$ cat config.mk
export PLATFORM = sky130hd
export DESIGN_NAME = lsu_mem_port_flat
export DESIGN_NICKNAME = d
export VERILOG_FILES = /design/src/rtl/lsu_mem_port_if.sv /design/src/rtl/lsu_mem_port.sv /design/src/flat_wrapper.sv
export SDC_FILE = /design/constraint.sdc
export NUM_CORES = 1
export LEC_CHECK = 0
export CAP_MARGIN = 20
export CORE_MARGIN = 2
export CORE_UTILIZATION = 30
export CTS_CLUSTER_DIAMETER = 40
export DETAILED_ROUTE_END_ITERATION = 7
export HOLD_SLACK_MARGIN = 0.12
export PLACE_DENSITY_LB_ADDON = 0.08
export SLEW_MARGIN = 20
export SYNTH_ARGS = -nofsm -noshare
export SYNTH_HDL_FRONTEND = slang
export SYNTH_SLANG_ARGS = --single-unit
$ cat constraint.sdc
create_clock -name i_clk -period 5.5 [get_ports i_clk]
set_input_delay 1.1 -clock i_clk [delete_from_list [all_inputs] [get_ports i_clk]]
set_output_delay 1.1 -clock i_clk [all_outputs]
set_load 0.01 [all_outputs]
$ cat src/rtl/lsu_mem_port_if.sv
// lsu_mem_port_if: pipeline request/response channel plus data-memory bus of the load/store unit
//   slave  : unit side   (i_req_* / i_mem_* in, o_req_* / o_rsp_* / o_mem_* out)
//   master : environment side (pipeline + memory), opposite directions
interface lsu_mem_port_if #(parameter int XLEN = 32);
  localparam int MW = XLEN / 8;
  logic            i_req_valid;
  logic            o_req_ready;
  logic            i_req_wen;
  logic [2:0]      i_req_funct3;
  logic [XLEN-1:0] i_req_addr;
  logic [XLEN-1:0] i_req_wdata;
  logic            o_rsp_valid;
  logic [XLEN-1:0] o_rsp_rdata;
  logic            o_rsp_trap;
  logic            o_mem_valid;
  logic            i_mem_ready;
  logic [XLEN-1:0] o_mem_addr;
  logic            o_mem_wen;
  logic            o_mem_ren;
  logic [XLEN-1:0] o_mem_wdata;
  logic [MW-1:0]   o_mem_mask;
  logic            i_mem_rvalid;
  logic [XLEN-1:0] i_mem_rdata;
  modport slave (
    input  i_req_valid, i_req_wen, i_req_funct3, i_req_addr, i_req_wdata,
    input  i_mem_ready, i_mem_rvalid, i_mem_rdata,
    output o_req_ready, o_rsp_valid, o_rsp_rdata, o_rsp_trap,
    output o_mem_valid, o_mem_addr, o_mem_wen, o_mem_ren, o_mem_wdata, o_mem_mask
  );
  modport master (
    output i_req_valid, i_req_wen, i_req_funct3, i_req_addr, i_req_wdata,
    output i_mem_ready, i_mem_rvalid, i_mem_rdata,
    input  o_req_ready, o_rsp_valid, o_rsp_rdata, o_rsp_trap,
    input  o_mem_valid, o_mem_addr, o_mem_wen, o_mem_ren, o_mem_wdata, o_mem_mask
  );
endinterface

$ cat src/rtl/lsu_mem_port.sv
// lsu_mem_port: load/store unit bridging the memory stage to a variable-latency data memory
//   i_clk, i_rst_n : clock, asynchronous active-low reset
//   bus (slave)    : request/response channel to the pipeline and valid/ready bus to memory
module lsu_mem_port #(
  parameter int XLEN    = 32,
  parameter int TIMEOUT = 255
) (
  input logic            i_clk,
  input logic            i_rst_n,
  lsu_mem_port_if.slave  bus
);
  localparam int MW = XLEN / 8;
  localparam int OW = $clog2(MW);
  localparam int CW = $clog2(TIMEOUT + 2);
  typedef enum logic [1:0] {IDLE, REQ, WAIT, RESP} state_t;
  state_t          state_q, state_d;
  logic [2:0]      f3_q, f3_d;
  logic [OW-1:0]   off_q, off_d;
  logic [CW-1:0]   cnt_q, cnt_d;
  logic            trap_q, trap_d;
  logic            wen_q, wen_d, ren_q, ren_d;
  logic [XLEN-1:0] addr_q, addr_d, wdata_q, wdata_d, rdata_q, rdata_d;
  logic [MW-1:0]   mask_q, mask_d;
  logic            ready_q, mvalid_q, rvalid_q;
  logic [1:0]      sz, lsz;
  logic [OW-1:0]   off;
  logic            legal, hit;
  logic [MW-1:0]   bm;
  logic [XLEN-1:0] trunc, sh, ext;
  always_comb begin
    sz    = bus.i_req_funct3[1:0];
    off   = bus.i_req_addr[OW-1:0];
    legal = !(bus.i_req_funct3 == 3'b111 ||
              (XLEN == 32 && (sz == 2'd3 || bus.i_req_funct3 == 3'b110)) ||
              (bus.i_req_wen && bus.i_req_funct3[2]) ||
              (sz == 2'd1 && bus.i_req_addr[0]) ||
              (sz == 2'd2 && bus.i_req_addr[1:0] != 2'd0) ||
              (sz == 2'd3 && bus.i_req_addr[2:0] != 3'd0));
    bm    = sz == 2'd0 ? MW'(1) : sz == 2'd1 ? MW'(3) : sz == 2'd2 ? MW'(15) : '1;
    trunc = sz == 2'd0 ? XLEN'(bus.i_req_wdata[7:0]) :
            sz == 2'd1 ? XLEN'(bus.i_req_wdata[15:0]) :
            sz == 2'd2 ? XLEN'(bus.i_req_wdata[31:0]) : bus.i_req_wdata;
    lsz   = f3_q[1:0];
    sh    = bus.i_mem_rdata >> {off_q, 3'b000};
    ext   = lsz == 2'd0 ? (f3_q[2] ? XLEN'(sh[7:0])  : XLEN'($signed(sh[7:0]))) :
            lsz == 2'd1 ? (f3_q[2] ? XLEN'(sh[15:0]) : XLEN'($signed(sh[15:0]))) :
            lsz == 2'd2 ? (f3_q[2] ? XLEN'(sh[31:0]) : XLEN'($signed(sh[31:0]))) : sh;
    // final WAIT cycle of the budget: counter starts at 0, so TIMEOUT cycles elapse here
    hit   = TIMEOUT != 0 && cnt_q == CW'(TIMEOUT - 1);
    state_d = state_q;
    f3_d    = f3_q;
    off_d   = off_q;
    cnt_d   = cnt_q;
    trap_d  = trap_q;
    wen_d   = wen_q;
    ren_d   = ren_q;
    addr_d  = addr_q;
    wdata_d = wdata_q;
    rdata_d = rdata_q;
    mask_d  = mask_q;
    case (state_q)
      IDLE: if (bus.i_req_valid) begin
        f3_d    = bus.i_req_funct3;
        off_d   = off;
        addr_d  = bus.i_req_addr & ~XLEN'(MW - 1);
        mask_d  = bm << off;
        wdata_d = trunc << {off, 3'b000};
        wen_d   = legal && bus.i_req_wen;
        ren_d   = legal && !bus.i_req_wen;
        trap_d  = !legal;
        rdata_d = '0;
        state_d = legal ? REQ : RESP;
      end
      REQ: if (bus.i_mem_ready) begin
        state_d = wen_q ? RESP : WAIT;
        cnt_d   = '0;
        wen_d   = 1'b0;
        ren_d   = 1'b0;
      end
      WAIT: begin
        state_d = bus.i_mem_rvalid || hit ? RESP : WAIT;
        rdata_d = bus.i_mem_rvalid ? ext : '0;
        trap_d  = !bus.i_mem_rvalid && hit;
        cnt_d   = cnt_q + CW'(1);
      end
      default: begin
        state_d = IDLE;
        trap_d  = 1'b0;
        rdata_d = '0;
      end
    endcase
  end
  always_ff @(posedge i_clk or negedge i_rst_n) begin
    if (!i_rst_n) begin
      state_q  <= IDLE;
      f3_q     <= '0;
      off_q    <= '0;
      cnt_q    <= '0;
      trap_q   <= 1'b0;
      wen_q    <= 1'b0;
      ren_q    <= 1'b0;
      addr_q   <= '0;
      wdata_q  <= '0;
      rdata_q  <= '0;
      mask_q   <= '0;
      ready_q  <= 1'b1;
      mvalid_q <= 1'b0;
      rvalid_q <= 1'b0;
    end else begin
      state_q  <= state_d;
      f3_q     <= f3_d;
      off_q    <= off_d;
      cnt_q    <= cnt_d;
      trap_q   <= trap_d;
      wen_q    <= wen_d;
      ren_q    <= ren_d;
      addr_q   <= addr_d;
      wdata_q  <= wdata_d;
      rdata_q  <= rdata_d;
      mask_q   <= mask_d;
      ready_q  <= state_d == IDLE;
      mvalid_q <= state_d == REQ;
      rvalid_q <= state_d == RESP;
    end
  end
  assign bus.o_req_ready = ready_q;
  assign bus.o_rsp_valid = rvalid_q;
  assign bus.o_rsp_rdata = rdata_q;
  assign bus.o_rsp_trap  = trap_q;
  assign bus.o_mem_valid = mvalid_q;
  assign bus.o_mem_addr  = addr_q;
  assign bus.o_mem_wen   = wen_q;
  assign bus.o_mem_ren   = ren_q;
  assign bus.o_mem_wdata = wdata_q;
  assign bus.o_mem_mask  = mask_q;
endmodule

$ cat src/flat_wrapper.sv
// flat-port wrapper written by rule: the top's interface ports become plain ports
module lsu_mem_port_flat 
#(
  parameter int XLEN    = 32,
  parameter int TIMEOUT = 255
)
  (i_clk, i_rst_n, bus_i_req_valid, bus_i_req_wen, bus_i_req_funct3, bus_i_req_addr, bus_i_req_wdata, bus_i_mem_ready, bus_i_mem_rvalid, bus_i_mem_rdata, bus_o_req_ready, bus_o_rsp_valid, bus_o_rsp_rdata, bus_o_rsp_trap, bus_o_mem_valid, bus_o_mem_addr, bus_o_mem_wen, bus_o_mem_ren, bus_o_mem_wdata, bus_o_mem_mask);
  lsu_mem_port_if #(.XLEN(XLEN)) bus_i ();
  input logic i_clk;
  input logic i_rst_n;
  input wire logic [$bits(bus_i.i_req_valid)-1:0] bus_i_req_valid;
  input wire logic [$bits(bus_i.i_req_wen)-1:0] bus_i_req_wen;
  input wire logic [$bits(bus_i.i_req_funct3)-1:0] bus_i_req_funct3;
  input wire logic [$bits(bus_i.i_req_addr)-1:0] bus_i_req_addr;
  input wire logic [$bits(bus_i.i_req_wdata)-1:0] bus_i_req_wdata;
  input wire logic [$bits(bus_i.i_mem_ready)-1:0] bus_i_mem_ready;
  input wire logic [$bits(bus_i.i_mem_rvalid)-1:0] bus_i_mem_rvalid;
  input wire logic [$bits(bus_i.i_mem_rdata)-1:0] bus_i_mem_rdata;
  output wire logic [$bits(bus_i.o_req_ready)-1:0] bus_o_req_ready;
  output wire logic [$bits(bus_i.o_rsp_valid)-1:0] bus_o_rsp_valid;
  output wire logic [$bits(bus_i.o_rsp_rdata)-1:0] bus_o_rsp_rdata;
  output wire logic [$bits(bus_i.o_rsp_trap)-1:0] bus_o_rsp_trap;
  output wire logic [$bits(bus_i.o_mem_valid)-1:0] bus_o_mem_valid;
  output wire logic [$bits(bus_i.o_mem_addr)-1:0] bus_o_mem_addr;
  output wire logic [$bits(bus_i.o_mem_wen)-1:0] bus_o_mem_wen;
  output wire logic [$bits(bus_i.o_mem_ren)-1:0] bus_o_mem_ren;
  output wire logic [$bits(bus_i.o_mem_wdata)-1:0] bus_o_mem_wdata;
  output wire logic [$bits(bus_i.o_mem_mask)-1:0] bus_o_mem_mask;
  assign bus_i.i_req_valid = bus_i_req_valid;
  assign bus_i.i_req_wen = bus_i_req_wen;
  assign bus_i.i_req_funct3 = bus_i_req_funct3;
  assign bus_i.i_req_addr = bus_i_req_addr;
  assign bus_i.i_req_wdata = bus_i_req_wdata;
  assign bus_i.i_mem_ready = bus_i_mem_ready;
  assign bus_i.i_mem_rvalid = bus_i_mem_rvalid;
  assign bus_i.i_mem_rdata = bus_i_mem_rdata;
  assign bus_o_req_ready = bus_i.o_req_ready;
  assign bus_o_rsp_valid = bus_i.o_rsp_valid;
  assign bus_o_rsp_rdata = bus_i.o_rsp_rdata;
  assign bus_o_rsp_trap = bus_i.o_rsp_trap;
  assign bus_o_mem_valid = bus_i.o_mem_valid;
  assign bus_o_mem_addr = bus_i.o_mem_addr;
  assign bus_o_mem_wen = bus_i.o_mem_wen;
  assign bus_o_mem_ren = bus_i.o_mem_ren;
  assign bus_o_mem_wdata = bus_i.o_mem_wdata;
  assign bus_o_mem_mask = bus_i.o_mem_mask;
  lsu_mem_port #(.XLEN(XLEN), .TIMEOUT(TIMEOUT)) u_core (.i_clk(i_clk), .i_rst_n(i_rst_n), .bus(bus_i));
endmodule
## Word level (Yosys, flattened, before mapping)

Cells that the tools add are included.

- Register bits: 120
- Input port bits: 105
- Output and inout port bits: 106
- Word-level logic and storage cells: 87

- $add $sub $neg: 1
- Eq/ne operators: 13
- Shift operators: 3
- Multiplexer cells: 26
- Bitwise operators: 1
- Reductions and logical operators: 29

Operators with widths:

| kind | number |
|---|---|
| $mux W32 | 8 |
| $pmux W32 S3 | 1 |
| $shl A32 B5 Y32 | 1 |
| $shr A32 B5 Y32 | 1 |
| $pmux W9 S2 | 1 |
| $add A9 B1 Y9 const B | 1 |
| $eq A9 B8 Y1 const B | 1 |
| $mux W9 | 1 |
| $eq A2 B1 Y1 const B | 4 |
| $eq A2 B2 Y1 const B | 4 |
| $logic_not A2 Y1 | 4 |
| $mux W4 | 2 |
| $logic_and A1 B1 Y1 | 7 |
| $logic_or A1 B1 Y1 | 7 |
| $eq A3 B3 Y1 const B | 2 |
| $mux W1 | 6 |
| $mux W2 | 3 |
| $pmux W2 S3 | 1 |
| $reduce_and A2 Y1 | 3 |
| $reduce_bool A2 Y1 | 3 |
| $ne A2 B2 Y1 const B | 2 |
| $pmux W1 S2 | 2 |
| $shl A4 B2 Y4 | 1 |
| $logic_not A1 Y1 | 3 |
| 4 further kinds | 4 |

## Longest topological paths before layout

Gate-level depths: netlist of run 1.

- Depth in word-level cells: 11
- Gate-level depth with buffers: 7
- Depth with buffers taken out: 6

## Worst setup path before layout of run 1

No wires, ideal clock.

- Kind: input to register
- From: input port bus_i_req_addr[0]
- To: register u_core.wdata_q[24] (netlist: u_core.bus.o_mem_wdata[24])
- Setup time: 0.126 ns
- Arrival time: 2.150 ns
- Data required time: 5.374 ns
- Slack: 3.224 ns
- Stages on the path: 5
- Path buffers: 2
- Cells stage by stage: buf_1 -> clkbuf_1 -> o21ai_0 -> a221oi_1 -> nor2_1

- Word-level cells in the longest chain between the ends: 1

Ends and longest elaborated chain:

| element | line | text |
|---|---|---|
| start, declared | flat_wrapper.sv:14 | `input wire logic [$bits(bus_i.i_req_addr)-1:0] bus_i_req_addr;` |
| $shl A32 B5 Y32 | lsu_mem_port.sv:67 | `wdata_d = trunc << {off, 3'b000};` |
| end signal, assigned | lsu_mem_port.sv:118 | `wdata_q <= wdata_d;` |
| end, declared | lsu_mem_port.sv:22 | `logic [XLEN-1:0] addr_q, addr_d, wdata_q, wdata_d, rdata_q, rdata_d;` |

Every way passes these cells.
A chain may end at the register's enable or synchronous reset.

## Final worst setup path of run 1

- From: input port bus_i_mem_rvalid
- To: register u_core.rdata_q[25] (netlist: u_core.bus.o_rsp_rdata[25])

- Word-level cells in the longest chain between the ends: 2

Ends and longest elaborated chain:

| element | line | text |
|---|---|---|
| start, declared | flat_wrapper.sv:17 | `input wire logic [$bits(bus_i.i_mem_rvalid)-1:0] bus_i_mem_rvalid;` |
| $mux W32 | lsu_mem_port.sv:82 | `rdata_d = bus.i_mem_rvalid ? ext : '0;` |
| $pmux W32 S3 | lsu_mem_port.sv:61 | `case (state_q)` |
| end signal, assigned | lsu_mem_port.sv:119 | `rdata_q <= rdata_d;` |
| end, declared | lsu_mem_port.sv:22 |  |

Every way passes these cells.

==> results of run 1 <==
-- registers in the layout, indices dropped and copies added, names as in the netlist, 2 cells and up --
name and flops:
u_core.cnt_q 9, u_core.bus.o_mem_addr 30, u_core.bus.o_mem_wdata 32, u_core.bus.o_mem_mask 4
u_core.f3_q 3, u_core.bus.o_rsp_rdata 32, u_core.off_q 2, u_core.state_q 2
-- metal layers --
metal,wire length (um),vias up
met3,1350,16
met5,0,-
met2,8700,185
li1,-,2451
met4,199,0
met1,7550,2431
-- cell usage in the layout (no fill, tap or decap), types with 2 or more instances in the layout --
master | Yosys | layout
a21oi_1 | 17 | 17
a221o_1 | 7 | 7
a221o_2 | 10 | 10
a221oi_1 | 8 | 8
a22o_1 | 16 | 16
a22oi_1 | 8 | 8
a2bb2oi_1 | 8 | 8
a31oi_1 | 2 | 2
and2_1 | 2 | 2
and3_1 | 2 | 2
buf_4 | 2 | 8
bufinv_16 | 0 | 5
clkbuf_16 | 0 | 17
clkbuf_8 | 0 | 3
clkdlybuf4s50_1 | 0 | 207
clkinvlp_4 | 0 | 4
conb_1 | 1 | 2
dfrtp_1 | 119 | 119
ha_1 | 2 | 2
inv_1 | 2 | 2
mux2_2 | 24 | 24
mux2i_1 | 17 | 17
nand2_1 | 158 | 158
nand2b_1 | 4 | 3
nand3_1 | 13 | 13
nand3b_1 | 5 | 5
nand4_1 | 4 | 4
nor2_1 | 36 | 34
nor2b_1 | 7 | 7
o21ai_0 | 52 | 52
o31ai_1 | 3 | 3
-- worst max-delay path, cell delays in order --
cell and delay [ps]:
clkdlybuf4s50_1 500, nand3b_1 390, nor3b_2 660, nor2b_1 550, a221o_2 250
-- through the flow --
stage,hold slack (ps),std cells,area [um2],setup slack [ps]
floorplan,444,591,5710,3220
CTS,476,1026,8610,2340
global placement,455,994,7940,2040
global route,497,1026,8610,2150
finish,470,1026,8610,2370
detailed placement,460,994,7940,1910
-- power by group --
| group | internal (mW) | switching [mW] |
|---|---|---|
| clock | 0.840 | 0.405 |
| combinational | 0.981 | 0.894 |
| sequential | 1.25 | 0.273 |
-- kinds of logic (layout without fill, tap and decap cells) --
family / after synthesis / count (layout)
other cells: 1 / 2
mux: 42 / 42
compound gates: 139 / 139
simple gates: 237 / 237
buf+inv: 48 / 249
fa+ha+maj: 2 / 2
xor+xnor: 1 / 1
flops: 120 / 120
-- final cells by class --
| class | instances | area (um2) |
|---|---|---|
| Fill cell | 1797 | 10100 |
| Sequential cell | 120 | 3000 |
| Multi-Input combinational cell | 423 | 2510 |
| Timing Repair Buffer | 215 | 2130 |
| Clock buffer | 21 | 470 |
| Tap cell | 234 | 293 |
| Clock inverter | 11 | 194 |
| Inverter | 2 | 7.51 |
-- worst min path at each step --
stage | slack [ps] | to | cells after the start | startpoint
floorplan | 440 | u_core.cnt_q[8] | 1 | u_core.cnt_q[8]
global placement | 450 | u_core.bus.o_mem_wdata[6] | 2 | u_core.bus.o_mem_wdata[6]
detailed placement | 460 | u_core.bus.o_mem_wdata[7] | 2 | u_core.bus.o_mem_wdata[7]
CTS | 480 | u_core.bus.o_mem_addr[5] | 2 | u_core.bus.o_mem_addr[5]
global route | 500 | u_core.bus.o_mem_addr[23] | 2 | u_core.bus.o_mem_addr[23]
finish | 470 | u_core.bus.o_mem_addr[24] | 2 | u_core.bus.o_mem_addr[24]
-- synthesized netlist by cell type (2+ instances only) --
library cell,instances
a21oi_1,17
a221o_1,7
a221o_2,10
a221oi_1,8
a22o_1,16
a22oi_1,8
a2bb2oi_1,8
a31oi_1,2
and2_1,2
and3_1,2
buf_1,7
buf_2,3
buf_4,2
buf_6,2
clkbuf_1,32
dfrtp_1,119
ha_1,2
inv_1,2
mux2_2,24
mux2i_1,17
nand2_1,158
nand2b_1,4
nand3_1,13
nand3b_1,5
nand4_1,4
nor2_1,36
nor2b_1,7
o21ai_0,52
o31ai_1,3
==> flow_summary.yaml, run 1 <==
status:
  outcome: "completed"
global_route:
  globalRoute.busiestLayer: "met2"
  grt_met3_usage: 0.0560
  first_global_vias: 5104
  grtUsageMet2: 0.291
  grt.total_usage: 0.178
  grt.overflow.total: 0
  grt_start_max_net_pins: 83
  antenna_found_initial: 0
  gr-usage-met1: 0.226
  grt_first_pass_wirelength_um: 27700
critical_path:
  endpoint_kind: "flip-flop"
  cp-endpoint: "u_core.bus.o_rsp_rdata[25]"
  critical_path.max_fanout: 12
  number_of_cells_on_the_worst_reg_to_reg_path: 4
  worst_ep_arrival_time_ps: 3470
  cp-start-kind: "input pin"
  crit_start: "bus_i_mem_rvalid"
  internal_reg_to_reg_setup_slack_ps: 2870
  timing.rr.end: "u_core.bus.o_rsp_rdata[25]"
  criticalPathCategory: "input pin to flip-flop"
  timing.critical_path.required_ps: 5840
  r2r_startpoint: "u_core.state_q[1]"
yosys:
  asyncSetResetFlopFracSynth: 1.00
  largest_family_of_logic_cells_by_synthesized_area: "simple AND/OR/NAND/NOR gates"
  post_synth_fa_ha_maj_area_fraction: 0.00439
  postSynthCellCount: 590
  synth_edf_count: 0
  synth_compound_area_frac: 0.172
  post-synth-top-area-fraction: 0.522
  synth.lib_cells_used.distinct: 47
  ys_seq_area_frac: 0.527
  syn_std_cell_area_um2: 5700
  synth_area_leaders: "dfrtp_1 52%, nand2_1 10%, mux2_2 4.7%, o21ai_0 4.6%, mux2i_1 3.0%"
  muxShareOfSynthArea: 0.0812
  synth_top_cell_by_area: "dfrtp_1"
  post_synthesis_xor_xnor_area_fraction: 0.00154
  ys_warn_count: 0
  yosys_most_used_dff: "dfrtp_1"
  synth-seq-cells: 120
  synth-simple-area-share: 0.177
  syn-mean-instance-area_um2: 9.66
timing:
  finalSetupTns_ps: 0
  post-route-period-util: 0.568
  period_needed_ps: 3130
  final_count_of_hold_timing_violations: 0
  max_slew_margin: 0.363
  clock.fmax_mhz: 320
  setup_viol: 0
  slew_violations: 0
  grt_setup_unrepaired: "no"
  worst_slew_pin_slew_ps: 956
  fin_skew_ps: 7.11
clock_network:
  tritoncts_clock_tree: "yes"
  clock_sinks: 120
  cts_max_level: 4
  post_cts.repair.setup_buffers: 0
  clock_tree.root_cell: "clkbuf_16"
  number_of_cts_inserted_buffers: 17
  longest_clk_path_bufs: 2
  post_cts.resized_instances: 0
  clock_slew_at_the_register_clock_pins_of_the_worst_setup_and_hold_paths_ps: 60
  cts_hold_buf: 0
  insertion_delay_ps: 410
detailed_routing:
  detailedRoute.firstPassIterationCount: 6
  routed-via-count: 5083
  ant_nets: 0
  route.detailed.drc: 0
  drt-vias-per-instance: 4.95
  drt_first_iter_violations: 254
  totalWireLength_um: 17800
  wire_per_inst_um: 17.3
final_layout:
  layout-area-overhead-vs-synth_pct: 51.0
  core_occupancy_in_the_finished_layout: 0.460
  n_antenna_cell: 0
  final_net_count: 886
  drive_above_1_share: 0.102
die:
  die-area_um2: 20100
  fp.coreArea_um2: 18700
  fp-row-count: 50
  fp.dieW_um: 142
  io-pin-count: 211
  initial_util: 0.305
  y_dimension_of_the_die_um: 142
hold_path:
  worst_hold_path_type: "flip-flop to flip-flop"
placement:
  gp_routability_congestion: 0.854
  dp.final_hpwl_um: 12600
  port_buffers: 208
power:
  ir_worst_vdd_mv: 0.241
  p_leak_nw: 3.75
  power_density_nw_per_um2: 540
  power.total_mw: 4.65
run:
  maxCapViolations: 0
No activity file was read; power rests on OpenSTA's default activity.
==> run 2, diff against run 1 <==
Clock period 5.5 ns to 3.26 ns, I/O delays scaled along.
==> run 2 against run 1 <==
Cell area is 0.67% higher. Core utilization rose by 0.31 points. Clock skew barely moved. Wire length up 0.98%. Die area unchanged. First-iteration DRC count up 5.5%. Setup slack got worse by 1400 ps. Register-to-register slack lost 1800 ps. Non-clock buffer count increased by 7. Sequential cell count is the same. Via count grew 1.2%. Highest routed layer unchanged.
==> flow_summary.yaml, run 2 (synthesized netlist as in run 1, its figures left out) <==
status:
  outcome: "completed"
detailed_routing:
  detailedRoute.firstPassIterationCount: 5
  drt-vias-per-instance: 4.98
  route.detailed.drc: 0
  drt_first_iter_violations: 268
  ant_nets: 0
  wire_per_inst_um: 17.4
  routed-via-count: 5146
  totalWireLength_um: 18000
run:
  maxCapViolations: 0
final_layout:
  storage_cell_area_um2: 3000
  core_occupancy_in_the_finished_layout: 0.463
  final_cell_count_no_fill: 1033
  drive_above_1_share: 0.110
  most_common_cell_after_layout_fill_and_taps_aside: "clkdlybuf4s50_1"
  final_net_count: 893
  final_area_um2: 8670
  total_area_of_multi_input_combinational_cells_um2: 2510
  n_antenna_cell: 0
  layout-area-overhead-vs-synth_pct: 52.0
  layout_common_cells: "207 x clkdlybuf4s50_1, 158 x nand2_1, 119 x dfrtp_1, 52 x o21ai_0, 34 x nor2_1"
  fillers: 1770
timing:
  post-route-period-util: 0.695
  final_count_of_hold_timing_violations: 0
  grt_setup_unrepaired: "no"
  finalSetupTns_ps: 0
  worst_slew_pin_slew_ps: 721
  setup_viol: 0
  period_needed_ps: 2270
  slew_violations: 0
  clock.fmax_mhz: 441
  fin_skew_ps: 7.39
  worst_hold_slack_ps: 201
  max_slew_margin: 0.513
  final_critical_path_setup_slack_ps: 995
placement:
  dp_slack_ps: 531
  dp.final_hpwl_um: 13000
  port_buffers: 208
  placed_cells: 1001
  dpl_cell_area_um2: 8030
  gp_routability_congestion: 0.875
die:
  io-pin-count: 211
  fp.coreArea_um2: 18700
  die-area_um2: 20100
  y_dimension_of_the_die_um: 142
  fp-row-count: 50
  fp.dieW_um: 142
  initial_util: 0.305
clock_network:
  number_of_cts_inserted_buffers: 17
  clock_tree.root_cell: "clkbuf_16"
  cts_hold_buf: 0
  insertion_delay_ps: 410
  cts_max_level: 4
  tritoncts_clock_tree: "yes"
  clock_sinks: 120
  post_cts.resized_instances: 0
  longest_clk_path_bufs: 2
  clock_slew_at_the_register_clock_pins_of_the_worst_setup_and_hold_paths_ps: 50
  post_cts.repair.setup_buffers: 0
global_route:
  first_global_vias: 5199
  grt_first_pass_wirelength_um: 28300
  antenna_found_initial: 0
  grt.overflow.total: 0
  grt.total_usage: 0.182
  grt_start_max_net_pins: 68
critical_path:
  criticalPathCategory: "input pin to flip-flop"
  worst_ep_arrival_time_ps: 2610
  timing.critical_path.required_ps: 3610
  number_of_cells_on_the_worst_reg_to_reg_path: 5
  r2r_startpoint: "u_core.state_q[1]"
  cp-start-kind: "input pin"
  critical_path.max_fanout: 9
  timing.rr.end: "u_core.bus.o_rsp_rdata[25]"
  internal_reg_to_reg_setup_slack_ps: 1080
  endpoint_kind: "flip-flop"
power:
  cellInternalPower_mw: 5.13
  ir_worst_vdd_mv: 0.396
  p_comb_frac: 0.415
  power.share.switching: 0.343
  power_density_nw_per_um2: 901
  pwr-share-seq: 0.327
  p_leak_nw: 3.79
  clock_power_share: 0.258
  power.total_mw: 7.80
  net-switching-power_mw: 2.68
hold_path:
  worst_hold_path_type: "input pin to asynchronous set/reset pin"
-- run 2: per-layer routing --
metal | part of all wire | routed length, um | vias up | GRT usage
met5 | 0 | 0 | - | 0
met4 | 0.018 | 326 | 0 | 0.0574
met3 | 0.071 | 1270 | 21 | 0.0634
met1 | 0.43 | 7810 | 2488 | 0.227
li1 | - | - | 2469 | -
met2 | 0.48 | 8560 | 168 | 0.296
-- run 2: how the worst max path moves through the flow --
stage,from,endpoint,slack (ps),cells past startpoint
6_report,bus_i_mem_rdata[31],u_core.bus.o_rsp_rdata[20],990,6
5_1_grt,bus_i_mem_rvalid,u_core.bus.o_rsp_rdata[25],890,6
4_1_cts,bus_i_mem_rdata[31],u_core.bus.o_rsp_rdata[20],980,6
3_5_place_dp,bus_i_mem_rdata[31],u_core.bus.o_rsp_rdata[30],530,6
3_3_place_gp,bus_i_mem_rvalid,u_core.bus.o_rsp_rdata[24],630,6
2_1_floorplan,bus_i_req_addr[0],u_core.bus.o_mem_wdata[24],1430,5
-- run 2: area by class of cell --
cell class	instances	share of cell area
clock buffers	20	0.0527
clock inverters	12	0.0202
inverters	2	0.000866
multi-input cells	423	0.289
flip-flops and latches	120	0.347
well taps	234	0.0338
repair buffers	222	0.256
-- run 2: power groups by stage --
| stage | Clock (mW) | Combinational [mW] | Sequential (mW) |
|---|---|---|---|
| CTS | 2.07 | 3.30 | 2.56 |
| finish | 2.01 | 3.24 | 2.55 |
| global route | 2.15 | 3.54 | 2.64 |
| global placement | 0 | 3.25 | 2.56 |
| floorplan | 0 | 1.35 | 2.73 |
| detailed placement | 0 | 3.29 | 2.56 |
-- run 2: worst max-delay path: stages --
cell and delay, ps:
clkdlybuf4s50_1 590, mux2i_1 120, mux4_2 480, nor4_4 380, buf_4 260, a221o_2 120
